[src/rtl/fault_mgr_pkg.sv]
// Shared types and helpers for the N-channel fault manager: state encoding,
// saturating step and lowest-index priority encode.
package fault_mgr_pkg;

    typedef enum logic [1:0] {
        ST_NORMAL   = 2'b00,
        ST_WARNING  = 2'b01,
        ST_FAULT    = 2'b10,
        ST_SHUTDOWN = 2'b11
    } fm_state_e;

    localparam int MAX_CH = 64;

    // Step to add to a saturating counter: +1, -1 or 0 at the rails.
    // Callers cast to their own width, so -1 wraps into a decrement.
    function automatic int sat_delta(input logic up, input logic at_max, input logic at_zero);
        int d;
        if (up) begin
            d = at_max ? 0 : 1;
        end else begin
            d = at_zero ? 0 : -1;
        end
        return d;
    endfunction

    function automatic int lowest_idx(input logic [MAX_CH-1:0] vec);
        int idx;
        idx = 0;
        for (int i = MAX_CH - 1; i >= 0; i--) begin
            if (vec[i]) begin
                idx = i;
            end
        end
        return idx;
    endfunction

endpackage

[src/rtl/fault_chan_qual.sv]
// One fault channel: leaky-integrator counter with warning/fault qualifiers
// and a registered fault-qualified flag.
module fault_chan_qual
    import fault_mgr_pkg::*;
#(
    parameter int CNT_W = 12
) (
    input  logic             clk_i,
    input  logic             rst_i,
    input  logic             raw_flt_i,
    input  logic             mask_i,
    input  logic [CNT_W-1:0] warn_thresh_i,
    input  logic [CNT_W-1:0] flt_thresh_i,
    output logic             warn_q_o,
    output logic             flt_q_o,
    output logic             flt_vec_o
);

    logic [CNT_W-1:0] cnt_q, cnt_d;
    logic             flt_vec_q;
    logic             eff;

    assign eff = raw_flt_i & ~mask_i;

    always_comb begin
        cnt_d = cnt_q + CNT_W'(sat_delta(eff, &cnt_q, cnt_q == '0));
        if (mask_i) begin
            cnt_d = '0;
        end
    end

    // A zero threshold disables that qualifier entirely.
    assign warn_q_o = (warn_thresh_i != '0) && (cnt_q >= warn_thresh_i);
    assign flt_q_o  = (flt_thresh_i  != '0) && (cnt_q >= flt_thresh_i);

    always_ff @(posedge clk_i) begin
        if (rst_i) begin
            cnt_q     <= '0;
            flt_vec_q <= 1'b0;
        end else begin
            cnt_q     <= cnt_d;
            flt_vec_q <= flt_q_o;
        end
    end

    assign flt_vec_o = flt_vec_q;

endmodule

[src/rtl/fault_mgr_nch.sv]
// N-channel fault manager: per-channel qualification plus a global
// NORMAL/WARNING/FAULT/SHUTDOWN FSM. Optional timestamp capture: FAULT_TS_EN.
module fault_mgr_nch
    import fault_mgr_pkg::*;
#(
    parameter int NUM_CH = 8,
    parameter int CNT_W  = 12,
    parameter int ID_W   = (NUM_CH > 1) ? $clog2(NUM_CH) : 1,
    parameter int TS_W   = 32
) (
    input  logic              clk_i,
    input  logic              rst_i,
    input  logic [NUM_CH-1:0] raw_flt_i,
    input  logic [NUM_CH-1:0] mask_i,
    input  logic [NUM_CH-1:0] crit_i,
    input  logic [CNT_W-1:0]  warn_thresh_i,
    input  logic [CNT_W-1:0]  flt_thresh_i,
    input  logic [CNT_W-1:0]  esc_thresh_i,
    input  logic              fault_ack_i,
    output logic [1:0]        state_o,
    output logic              warning_o,
    output logic              fault_o,
    output logic              shutdown_o,
    output logic [NUM_CH-1:0] flt_vec_o,
    output logic [ID_W-1:0]   active_id_o,
    output logic [ID_W-1:0]   first_id_o,
    output logic              first_valid_o,
    output logic [TS_W-1:0]   first_ts_o
);

    logic [NUM_CH-1:0] warn_q, flt_q, flt_vec;

    for (genvar g = 0; g < NUM_CH; g++) begin : g_ch
        fault_chan_qual #(
            .CNT_W (CNT_W)
        ) u_qual (
            .clk_i         (clk_i),
            .rst_i         (rst_i),
            .raw_flt_i     (raw_flt_i[g]),
            .mask_i        (mask_i[g]),
            .warn_thresh_i (warn_thresh_i),
            .flt_thresh_i  (flt_thresh_i),
            .warn_q_o      (warn_q[g]),
            .flt_q_o       (flt_q[g]),
            .flt_vec_o     (flt_vec[g])
        );
    end

    logic any_warn, any_flt, any_crit, esc_hit, capture;
    logic [MAX_CH-1:0] flt_q_ext, flt_vec_ext;
    logic [ID_W-1:0]   lowest_flt;

    assign any_warn = |warn_q;
    assign any_flt  = |flt_q;
    assign any_crit = |(flt_q & crit_i);

    always_comb begin
        flt_q_ext                = '0;
        flt_vec_ext              = '0;
        flt_q_ext[NUM_CH-1:0]    = flt_q;
        flt_vec_ext[NUM_CH-1:0]  = flt_vec;
    end

    assign lowest_flt  = ID_W'(lowest_idx(flt_q_ext));
    assign active_id_o = ID_W'(lowest_idx(flt_vec_ext));

    fm_state_e        state_q, state_d;
    logic [CNT_W-1:0] dwell_q, dwell_d;
    logic [ID_W-1:0]  first_id_q, first_id_d;
    logic             first_valid_q, first_valid_d;

    assign esc_hit = (esc_thresh_i != '0) && (dwell_q == esc_thresh_i);
    assign capture = (state_q == ST_WARNING) && any_flt && !first_valid_q;

    always_comb begin
        state_d       = state_q;
        dwell_d       = dwell_q;
        first_id_d    = first_id_q;
        first_valid_d = first_valid_q;
        case (state_q)
            ST_NORMAL: begin
                if (any_warn || any_flt) begin
                    state_d = ST_WARNING;
                end
            end
            ST_WARNING: begin
                if (any_flt) begin
                    state_d = ST_FAULT;
                    dwell_d = '0;
                end else if (!any_warn) begin
                    state_d = ST_NORMAL;
                end
            end
            ST_FAULT: begin
                dwell_d = dwell_q + CNT_W'(sat_delta(1'b1, &dwell_q, 1'b0));
                // Shutdown outranks an acknowledge arriving in the same cycle.
                if (any_crit || esc_hit) begin
                    state_d = ST_SHUTDOWN;
                end else if (fault_ack_i && !any_flt && !any_warn) begin
                    state_d = ST_NORMAL;
                end
            end
            ST_SHUTDOWN: begin
                state_d = ST_SHUTDOWN;
            end
            default: begin
                state_d = ST_NORMAL;
            end
        endcase
        if (capture) begin
            first_id_d    = lowest_flt;
            first_valid_d = 1'b1;
        end
    end

    always_ff @(posedge clk_i) begin
        if (rst_i) begin
            state_q       <= ST_NORMAL;
            dwell_q       <= '0;
            first_id_q    <= '0;
            first_valid_q <= 1'b0;
        end else begin
            state_q       <= state_d;
            dwell_q       <= dwell_d;
            first_id_q    <= first_id_d;
            first_valid_q <= first_valid_d;
        end
    end

`ifdef FAULT_TS_EN
    logic [TS_W-1:0] ts_q, first_ts_q;

    always_ff @(posedge clk_i) begin
        if (rst_i) begin
            ts_q       <= '0;
            first_ts_q <= '0;
        end else begin
            ts_q <= ts_q + TS_W'(1);
            if (capture) begin
                first_ts_q <= ts_q;
            end
        end
    end

    assign first_ts_o = first_ts_q;
`else
    assign first_ts_o = {TS_W{1'b0}};
`endif

    assign state_o       = state_q;
    assign warning_o     = (state_q == ST_WARNING);
    assign fault_o       = (state_q == ST_FAULT);
    assign shutdown_o    = (state_q == ST_SHUTDOWN);
    assign flt_vec_o     = flt_vec;
    assign first_id_o    = first_id_q;
    assign first_valid_o = first_valid_q;

endmodule

[config.mk]
export PLATFORM = sky130hd
export DESIGN_NAME = fault_mgr_nch
export DESIGN_NICKNAME = d
export VERILOG_FILES = /design/src/rtl/fault_mgr_pkg.sv /design/src/rtl/fault_chan_qual.sv /design/src/rtl/fault_mgr_nch.sv
export SDC_FILE = /design/constraint.sdc
export NUM_CORES = 1
export LEC_CHECK = 0
export CAP_MARGIN = 25
export CORE_ASPECT_RATIO = 0.7
export CORE_MARGIN = 5
export CORE_UTILIZATION = 60
export DETAILED_ROUTE_END_ITERATION = 10
export PLACE_DENSITY_LB_ADDON = 0.12
export SYNTH_ARGS = -nofsm -noshare
export SYNTH_HDL_FRONTEND = slang
export SYNTH_SLANG_ARGS = --single-unit
[constraint.sdc]
create_clock -name clk_i -period 4.45 [get_ports clk_i]
set_input_delay 0.6675 -clock clk_i [delete_from_list [all_inputs] [get_ports clk_i]]
set_output_delay 0.6675 -clock clk_i [all_outputs]
set_load 0.005 [all_outputs]
# Word level (Yosys, flattened, before mapping)
# Cells that the tools add are included.
dict set report word_totals {
  register_bits 122
  input_bits 63
}
dict set report classes {
  addsub 9
  magnitude_cmp 16
  eq_ne 8
  muxes 50
  n_bitwise 17
  n_reduce_logical 61
}
# op count
set op_table {}
lappend op_table {{two-way mux 12 bit} 18}
lappend op_table {{greater-or-equal comparator 12 bit} 16}
lappend op_table {{adder 12 bit} 9}
lappend op_table {{AND reduction 12 bit} 9}
lappend op_table {{zero test 12 bit} 8}
lappend op_table {{two-way mux 3 bit} 16}
lappend op_table {{nonzero test 12 bit} 3}
lappend op_table {{one-hot mux 12 bit (2 select lines)} 1}
lappend op_table {{OR reduction 8 bit} 3}
lappend op_table {{logical AND 1 bit} 21}
lappend op_table {{OR reduction 2 bit} 8}
lappend op_table {{== test 12 bit} 1}
lappend op_table {{two-way mux 2 bit} 5}
lappend op_table {{two-way mux 1 bit} 9}
lappend op_table {{AND 1 bit} 8}
lappend op_table {{AND 8 bit} 1}
lappend op_table {{NOT 1 bit} 8}
lappend op_table {{one-hot mux 2 bit (4 select lines)} 1}
lappend op_table {{== test 2 bit (second input constant)} 2}
lappend op_table {{zero test 1 bit} 3}
lappend op_table {{!= test 3 x 1 -> 1 bit (second input constant)} 1}
lappend op_table {{!= test 3 x 2 -> 1 bit (second input constant)} 1}
lappend op_table {{AND reduction 3 bit} 1}
lappend op_table {{== test 2 x 1 -> 1 bit (second input constant)} 1}
lappend op_table {{other kinds (6)} 7}

# Logic depth before layout (Yosys ltp)
dict set report logic_depth {
  ltp_word 10
  mapped_depth 15
  ltp_nobuf 15
}

# By module
# Synthesis repeated with hierarchy kept, for this count alone.
dict set report unflattened {
  hier_cells 1745
  hier_area_um2 13804.5
}
# mod instances cells_each area_per_inst_um2 seq_area_each_um2
set modules_own_cells {}
lappend modules_own_cells {fault_chan_qual 8 194 1540.2 260.2}
lappend modules_own_cells {fault_mgr_nch 1 193 1482.7 360.3}

# Worst setup path before layout
# Ideal clock, no wire load.
dict set report synth_timing {
  path_kind {input -> register}
  start {input port raw_flt_i[0]}
  end {register g_ch[0].u_qual.cnt_q[11]}
  t_arrival_ps 3197
  slack_ps 1132
  path_stages 12
  n_path_buf 0
  path_cell_list {inv_1 > o21ai_0 > inv_1 > ha_1 > a21o_1 > a21oi_1 > nand2b_1 > a21boi_0 > o41ai_1 > o21ai_0 > a31oi_1 > mux2_2}
}
dict set report synth_between {
  elab_chain_cells 3
}
# item line_no
set synth_rtl {}
lappend synth_rtl {{from (decl)} fault_mgr_nch.sv:13} ;# input logic [NUM_CH-1:0] raw_flt_i,
lappend synth_rtl {{AND 1 bit} fault_chan_qual.sv:23} ;# assign eff = raw_flt_i & ~mask_i;
lappend synth_rtl {{two-way mux 12 bit} fault_mgr_pkg.sv:18} ;# if (up) begin
lappend synth_rtl {{adder 12 bit} fault_chan_qual.sv:26} ;# cnt_d = cnt_q + CNT_W'(sat_delta(eff, &cnt_q, cnt_q == '0));
lappend synth_rtl {{to (signal assigned)} fault_chan_qual.sv:41} ;# cnt_q <= cnt_d;
lappend synth_rtl {{to (decl)} fault_chan_qual.sv:19} ;# logic [CNT_W-1:0] cnt_q, cnt_d;
# No other way between the ends.
# A chain may end at the register's enable or synchronous reset.

# Worst setup path in the final report
dict set report layout_timing {
  start {input port flt_thresh_i[2]}
  end {register state_q[1] (netlist: state_o[1])}
}
dict set report layout_between {
  elab_chain_cells 8
  word_cells_on_any_way 32
  cone_classes {8 x order compare; 3 x eq/ne; 3 x mux; 1 x bitwise; 17 x reduce/logical}
}
# item line_no
set layout_rtl {}
lappend layout_rtl {{from (decl)} fault_mgr_nch.sv:17} ;# input logic [CNT_W-1:0] flt_thresh_i,
lappend layout_rtl {{greater-or-equal comparator 12 bit or nonzero test 12 bit (tied branches)} fault_chan_qual.sv:34} ;# assign flt_q_o = (flt_thresh_i != '0) && (cnt_q >= flt_thresh_i);
lappend layout_rtl {{logical AND 1 bit} fault_chan_qual.sv:34}
lappend layout_rtl {{OR reduction 8 bit} fault_mgr_nch.sv:54} ;# assign any_flt = |flt_q;
lappend layout_rtl {{zero test 1 bit} fault_mgr_nch.sv:99} ;# end else if (fault_ack_i && !any_flt && !any_warn) begin
lappend layout_rtl {{logical AND 1 bit (2 in series)} fault_mgr_nch.sv:99}
lappend layout_rtl {{!= test 3 x 1 -> 1 bit (no line)} --}
lappend layout_rtl {{AND reduction 3 bit (no line)} --}
lappend layout_rtl {{to (signal assigned)} fault_mgr_nch.sv:123} ;# state_q <= state_d;
lappend layout_rtl {{to (decl)} fault_mgr_nch.sv:67} ;# fm_state_e state_q, state_d;
# Parallel ways exist; a longest one is shown, timed or not.

==> results_dict.tcl <==
set metrics [dict create \
    drtIter0Drc 923 \
    synth_simple_gate_area_share_pct 20.7 \
    gr-total-overflow 0 \
    fin_tns_setup_ns 0 \
    wl_per_cell_um 18.1 \
    slew_violations 0 \
    fill_cells 1619 \
    cts_buffer_depth 2 \
    dieArea_um2 23400 \
    synth-xor-area-share_pct 5.23 \
    synth_top_family_by_area "adder cells" \
    design_area_um2 13800 \
    coreArea_um2 19900 \
    syn2layout_area_growth_pct 13.0 \
    dr_wl_met2_mm 14.2 \
    final_nets 1920 \
    power.density_nw_per_um2 711 \
    portBuffers 82 \
    path_clk_slew_ns 0.06 \
    clk_latency_ns 0.43 \
    final_hold_viol_count 0 \
    antenna_left 0 \
    final_util_pct 69.3 \
    cts_resized 0 \
    layout_common_cells "282 x ha_1, 140 x nor2_1, 122 x dfxtp_1, 105 x nand2_1, 99 x a21oi_1" \
    crit_path_max_fanout 8 \
    wl_mm 33.4 \
    start_util_pct 61.4 \
    crit_type "input pin to flip-flop" \
    cp.required_ns 4.77 \
    diodes 0 \
    via_per_inst 6.05 \
    met1_length_mm 15.5 \
    cts_tree "done" \
    ys_types 64 \
    max-cap-violations 0 \
    post-route-period-util_pct 82.8 \
    synthFlopType "dfxtp_1" \
    row_count 43 \
    gp_congestion 0.965 \
    grt_pass1_vias 10500 \
    clock_skew_ns 0.0115 \
    leakagePower_nw 6.52 \
    drive_gt1_share_pct 3.93 \
    synth_edf_count 0 \
    synth.yosys.seq_area_share_pct 20.0 \
    hpwlAfterDp_mm 25.9 \
    synth_warnings 0 \
    track_usage_pct 28.3 \
    synth_compound_area_share_pct 17.5 \
    rsz0062_at_grt "false" \
    whs_ns 0.482 \
    final_common_cell "ha_1" \
    grt_max_degree 22 \
    ir_drop_mv 0.491 \
    ctsRootBufferMaster "clkbuf_16" \
    numCtsBuffers 17 \
    netlist_area_um2 12200 \
    hp-class "flip-flop to flip-flop" \
    vias 11200 \
    cp.arrival_ns 4.00 \
    grt_antenna_before_repair 0 \
    synthCells 1479 \
    setup_viol 0 \
    avgSynthCellArea_um2 8.26 \
    h-tree-depth 4 \
    die_width_um 181 \
    dr_wl_met3_mm 3.01 \
    max_freq_ghz 0.271 \
    async_reset_ff_share_pct 0 \
    fp.dieH_um 129 \
    ys_ff_latch 122 \
    min_period_ns 3.68 \
    drc 0 \
    synth.area.mux_share_pct 0.451 \
    maxUsedRoutingLayer "met4" \
    cts_setup_buffers 0 \
    clock-sinks 122 \
    cp-start-kind "input pin" \
    max-slew-margin-rel_pct 35.0 \
    first_pass_iters 5 \
    ios 115 \
    endpoint_kind "flip-flop" \
    outcome "completed" \
    placed_area_um2 13200 \
    tightest_slew_ns 0.974 \
    grt_pass1_wl_mm 53.6 \
    cts_hold_buffers 0 \
    synth_adder_area_share_pct 30.2 \
]
-- worst paths after layout --
check / from / end / slack [ns] / depth (start not counted)
max reg2reg: g_ch[2].u_qual.cnt_q[9] / g_ch[2].u_qual.cnt_q[11] / 0.85 / 13
max: flt_thresh_i[2] / state_o[1] / 0.77 / 11
min reg2reg: first_id_o[2] / first_id_o[2] / 0.48 / 1
min: first_id_o[2] / first_id_o[2] / 0.48 / 1
-- layout make-up --
class                   count  area (um2)  area share (%)
multi-input cells        1234        9170            66.4
inverters                  98         368            2.66
well taps                 270         338            2.45
clock inverters             8        92.6           0.671
repair buffers             94         911            6.60
clock buffers              23         488            3.53
flip-flops and latches    122        2440            17.7
-- cells in the mapped netlist (7+ instances only) --
| cell type | instances | share of area [%] |
|---|---|---|
| ha_1 | 282 | 29 |
| nor2_1 | 140 | 4.3 |
| dfxtp_1 | 122 | 20 |
| nand2_1 | 105 | 3.2 |
| a21oi_1 | 99 | 4.1 |
| inv_1 | 98 | 3.0 |
| o21ai_0 | 66 | 2.7 |
| nand4_1 | 50 | 2.6 |
| nor3_1 | 48 | 2.0 |
| a21o_1 | 43 | 2.6 |
| nor4_1 | 43 | 2.2 |
| buf_4 | 40 | 2.5 |
| nor2b_1 | 39 | 2.0 |
| xor2_1 | 39 | 2.8 |
| xnor2_1 | 34 | 2.4 |
| nand3_1 | 20 | 0.82 |
| a21boi_0 | 17 | 1.0 |
| clkbuf_1 | 16 | 0.49 |
| a211oi_1 | 14 | 0.86 |
| and3_1 | 14 | 0.72 |
| nand2b_1 | 11 | 0.56 |
| a31oi_1 | 10 | 0.51 |
| nand3b_1 | 10 | 0.61 |
| nor3b_1 | 10 | 0.61 |
| o211ai_1 | 10 | 0.61 |
| fa_1 | 8 | 1.3 |
| o311ai_0 | 8 | 0.57 |
| and2_1 | 7 | 0.36 |
| o21bai_1 | 7 | 0.43 |
-- cell families (layout without fill, tap and decap cells) --
logic type,count (synthesis),in the layout
flops,122,122
fa+ha+maj,290,290
buf+inv,154,223
xor+xnor,73,73
compound gates,327,327
mux,5,5
other cells,1,32
simple gates,507,507
-- worst max-delay path, stage by stage --
cell	delay [ns]
clkdlybuf4s50_1	0.45
inv_1	0.44
ha_1	0.35
a211oi_1	0.19
o21ai_0	0.11
a21oi_1	0.31
o21ai_0	0.26
nor2_1	0.40
a31oi_1	0.27
a21o_1	0.23
o311a_1	0.32
-- stage by stage --
stage,setup WS [ns],power [W],std cells
floorplan,1.13,0.00680,1510
global placement,0.470,0.00809,1818
detailed placement,0.438,0.00829,1818
CTS,0.880,0.00974,1849
global route,0.575,0.0108,1849
finish,0.766,0.00982,1849
-- sequential cells by signal, indices dropped and copies added (netlist names) --
name,cells
state_o,2
dwell_q,12
g_ch.u_qual.flt_vec_o,8
first_id_o,3
g_ch.u_qual.cnt_q,96
first_valid_o,1
-- power breakdown --
group	total, W	internal [W]	switching [W]
combinational	0.00627	0.00295	0.00332
sequential	0.00217	0.00147	0.000694
clock	0.00138	0.000874	0.000508
total	0.00982	0.00530	0.00452
-- routing by layer --
metal	vias to the layer above	global-route usage, %
li1	5548	-
met1	5125	39.5
met2	452	43.8
met3	57	6.40
met4	0	9.02
met5	-	0
No activity file was read; power rests on OpenSTA's default activity.
